<file path="src/rtl/fb_write_arbiter.sv">
// fb_write_arbiter: round-robin arbiter between two pixel producers feeding the framebuffer write port
// through a small FIFO, with off-screen dropping and a flush/done handshake.
module fb_write_arbiter #(
  parameter int ADDR_W    = 19,
  parameter int COLOR_W   = 4,
  parameter int FB_PIXELS = 307200,
  parameter int DEPTH     = 4
) (
  input  logic               clk,
  input  logic               rst,
  input  logic               wr_phase,
  input  logic               flush,
  input  logic               a_req,
  input  logic               b_req,
  input  logic [ADDR_W-1:0]  a_addr,
  input  logic [ADDR_W-1:0]  b_addr,
  input  logic [COLOR_W-1:0] a_color,
  input  logic [COLOR_W-1:0] b_color,
  output logic               a_gnt,
  output logic               b_gnt,
  output logic               fb_en_w,
  output logic [ADDR_W-1:0]  fb_w_addr,
  output logic [COLOR_W-1:0] fb_color,
  output logic               fifo_empty,
  output logic               flush_done,
  output logic [15:0]        drop_cnt
);
  localparam int PW = $clog2(DEPTH);
  localparam logic [PW:0] FULL = DEPTH[PW:0];
  localparam logic [ADDR_W:0] LIMIT = FB_PIXELS[ADDR_W:0];
  typedef enum logic [1:0] {RUN, FLUSH, DONE} state_t;
  state_t r_state, w_next;
  logic [PW:0] r_count;
  logic [PW-1:0] r_wptr, r_rptr;
  logic r_last_b;
  logic [15:0] r_drop_cnt;
  logic [ADDR_W+COLOR_W-1:0] r_mem [DEPTH];
  logic w_elig, w_xfer, w_push, w_drop, w_pop;
  logic [ADDR_W-1:0] w_addr;
  logic [COLOR_W-1:0] w_color;
  always_comb begin
    w_elig  = r_state == RUN && r_count < FULL;
    a_gnt   = w_elig && a_req && (!b_req || r_last_b);
    b_gnt   = w_elig && b_req && (!a_req || !r_last_b);
    w_xfer  = a_gnt || b_gnt;
    w_addr  = a_gnt ? a_addr : b_addr;
    w_color = a_gnt ? a_color : b_color;
    w_push  = w_xfer && {1'b0, w_addr} < LIMIT;
    w_drop  = w_xfer && !w_push;
    w_pop   = wr_phase && r_count != '0;
    w_next  = (r_state == RUN && flush) ? FLUSH :
              (r_state == FLUSH && r_count == '0 && !fb_en_w) ? DONE :
              (r_state == DONE) ? RUN : r_state;
  end
  always_ff @(posedge clk or negedge rst) begin
    if (!rst) begin
      r_state    <= RUN;
      r_count    <= '0;
      r_wptr     <= '0;
      r_rptr     <= '0;
      r_last_b   <= 1'b1;
      r_drop_cnt <= '0;
      fb_en_w    <= 1'b0;
      fb_w_addr  <= '0;
      fb_color   <= '0;
    end else begin
      r_state <= w_next;
      r_count <= r_count + {{PW{1'b0}}, w_push} - {{PW{1'b0}}, w_pop};
      if (w_push) r_wptr <= r_wptr + 1'b1;
      if (w_pop) r_rptr <= r_rptr + 1'b1;
      if (a_gnt) r_last_b <= 1'b0;
      else if (b_gnt) r_last_b <= 1'b1;
      if (w_drop && r_drop_cnt != 16'hFFFF) r_drop_cnt <= r_drop_cnt + 16'd1;
      fb_en_w <= w_pop;
      if (w_pop) {fb_w_addr, fb_color} <= r_mem[r_rptr];
    end
  end
  // storage needs no reset: reset clears the pointers, so stale entries are never read
  always_ff @(posedge clk) begin
    if (w_push) r_mem[r_wptr] <= {w_addr, w_color};
  end
  assign fifo_empty = r_count == '0 && !fb_en_w;
  assign flush_done = r_state == DONE;
  assign drop_cnt   = r_drop_cnt;
endmodule

</file>
<file path="config.mk">
export PLATFORM = sky130hd
export DESIGN_NAME = fb_write_arbiter
export DESIGN_NICKNAME = d
export VERILOG_FILES = /design/src/rtl/fb_write_arbiter.sv
export SDC_FILE = /design/constraint.sdc
export NUM_CORES = 1
export LEC_CHECK = 0
export ABC_AREA = 0
export CAP_MARGIN = 20
export CORE_UTILIZATION = 30
export CTS_CLUSTER_SIZE = 28
export DETAILED_ROUTE_END_ITERATION = 10
export GPL_TIMING_DRIVEN = 0
export PLACE_DENSITY = 0.57
export REMOVE_ABC_BUFFERS = 1
export SETUP_SLACK_MARGIN = 0.1
export SLEW_MARGIN = 20
export SYNTH_ARGS = -nofsm -noshare
export SYNTH_HDL_FRONTEND = slang
export SYNTH_SLANG_ARGS = --single-unit
</file>
<file path="constraint.sdc">
create_clock -name clk -period 2.9 [get_ports clk]
set_input_delay 0.87 -clock clk [delete_from_list [all_inputs] [get_ports clk]]
set_output_delay 0.87 -clock clk [all_outputs]
set_load 0.05 [all_outputs]
</file>
==> run summary <==
vias post-DR: 3552
synth-to-layout area growth: 35.2%
Critical Path End: flush_done
VDD IR max: 0.549 mV
Setup TNS: 0 ps
YS warnings: 0
# fillers: 1753
Die Y: 142 um
Pwr per Cell Area: 910 nW/um2
Rel. slew slack: 0.506
port bufs: 95
CTS tree: built
max-cap viol count: 0
register area: 4020 um2
DP HPWL: 7870 um
cell accounting for the most synthesized area: edfxtp_1
post-DR wirelength/cell: 16.1 um
Synth Cell Area: 5850 um2
Seq/Total Area, Yosys: 0.687
DRT Wirelength: 12800 um
Setup-failing EPs final: 0
row count: 50
ANT cells: 0
reg2reg setup slack: 230 ps
final hold viol count: 0
DRC Markers: 0
remaining antenna violation count: 0
GRT Residual Overflow: 0
Clk Latency, worst-skew pair: 420 ps
fmax: 0.365 GHz
Crit. Startpoint: r_state[0]
Worst Hold Class: flop to flop
proportion of netlist area held by the largest area contributor: 0.473
DR WL met2: 6440 um
routability cong.: 0.718
RR Endpoint: r_count[2]
initial antenna violation count: 0
reg2reg path depth: 14
flops & latches, synth: 142
Crit Path Category: flop to output pin
worst path arrival time: 1870 ps
number of H-tree levels: 4
max-slew violation count: 0
TritonRoute pass-1 iters: 4
WL met3: 539 um
largest net degree at the start of global routing: 51
Ports: 96
Mapped Cells: 407
RSZ-0062 raised after global routing: true
most common cell after layout, fill and taps aside: nand2_1
total leakage power: 0.00306 uW
Clock Sinks: 142
share of cells above drive strength 1: 0.210
Initial DRC Count: 125
Root Buffer: clkbuf_16
reg2reg start: r_count[2]
most frequent cells in the layout: 124 x nand2_1, 92 x edfxtp_1, 78 x clkdlybuf4s50_1
Worst-path clk slew: 60 ps
cts hold-fix bufs: 0
Final Power: 7190 uW
startpoint types: flop
number of distinct library cells after synthesis: 37
min-delay src: fb_w_addr[10]
clk_skew: 5.76 ps
global-route wire length before repair: 19900 um
vias in the first global route: 3632
status: complete, no violations
multi-input logic area: 1780 um2
Core Area: 18900 um2
Critical Path RT: 2030 ps
die width: 142 um
crit path capture type: output pin
Die Area: 20100 um2
routed metal-1 wire length: 5690 um
Vias/cell: 4.45
Initial Util: 0.309
Nets: 585
actual slew at the worst max-slew pin: 737 ps
highest routed layer: met4
fin crit period: 2740 ps
Clock Tree Buf Depth: 2
Tcrit/Tclk final: 0.946
Area contributors post-synth: edfxtp_1 47%, dfrtp_1 21%, mux4_2 8.9%
GRT Overall Usage: 0.136
synthesized area per cell: 14.4 um2
CTS buffer count: 17
Crit Path Max Fanout: 4
## cells in the mapped netlist, drive strengths merged
cell type and instances:
nand2 124, edfxtp 92, dfrtp 49, mux4 23, xnor2 20, nand3 12, inv 11, and3 8
buf 8, clkbuf 8, mux2 8, nand4 8, ha 7, and2 6, nor2 4, and4 2
o21ai 2, o22ai 2, a211o 1, a211oi 1, a21o 1, a21oi 1, a31oi 1, and2b 1
dfstp 1, fa 1, nand2b 1, nor3 1, nor4 1, o21a 1, o31ai 1
## worst min path at each step
stage | slack (ps) | depth (start not counted) | end
after floorplan | 440 | 2 | r_last_b
after global placement | 450 | 2 | r_last_b
after detailed placement | 460 | 2 | r_last_b
after CTS | 480 | 2 | r_last_b
after global routing | 500 | 2 | fb_w_addr[16]
final | 470 | 2 | fb_w_addr[10]
## metrics by stage
step / utilization / cell area, um2 / std cells / worst slack, ps / hold slack (ps)
finish: 0.418 / 7900 / 798 / 157 / 469
global route: 0.418 / 7900 / 798 / 71.9 / 503
CTS: 0.416 / 7860 / 794 / 113 / 476
detailed placement: 0.376 / 7110 / 749 / -1940 / 461
global placement: 0.373 / 7050 / 746 / -2540 / 451
floorplan: - / 5770 / 391 / -970 / 444
## cells by family (layout without fill, tap and decap cells)
kind of cell	after synthesis	count (layout)	synth area share
XOR/XNOR	20	20	0.0300
buffers and inverters	27	158	0.0201
AO/OA/AOI/OAI	11	11	0.0143
multiplexers	31	31	0.104
adder cells (fa/ha/maj)	8	8	0.0184
flip-flops	142	142	0.687
AND/OR/NAND/NOR	168	168	0.126
## final cells by class
class / instances / share of cell area
Clock buffer: 17 / 0.0538
Clock inverter: 15 / 0.0225
Inverter: 11 / 0.00602
Multi-Input combinational cell: 238 / 0.226
Sequential cell: 142 / 0.509
Tap cell: 260 / 0.0412
Timing Repair Buffer: 114 / 0.141
Timing Repair inverter: 1 / 0.000633
## power breakdown
part / internal, uW / switching [uW]
clock network: 1300 / 916
registers: 2470 / 310
logic: 946 / 1250
## per-layer routing
metal / global-route usage / vias to the layer above
li1: - / 1691
met1: 0.169 / 1771
met2: 0.228 / 76
met3: 0.0348 / 14
met4: 0.0560 / 0
met5: 0 / -
## worst max-delay path, stage by stage (launching register included)
cell	delay, ps
dfrtp_2	420
buf_4	150
nor2_1	80
clkdlybuf4s50_1	810
## registers in the layout, indices dropped and copies added, names as in the netlist
register and cells:
drop_cnt 16, fb_color 4, fb_en_w 1, fb_w_addr 19, r_count 3, r_last_b 1, r_mem 92, r_rptr 2
r_state 2, r_wptr 2
## what timing repair did
item,4_1_cts,5_1_grt
pin swaps,12,10
buffers inserted,12,4
gates resized for setup,43,9
endpoints found under the setup margin,180,95
cloned,1,0
Power figures use the tool's default switching activity.
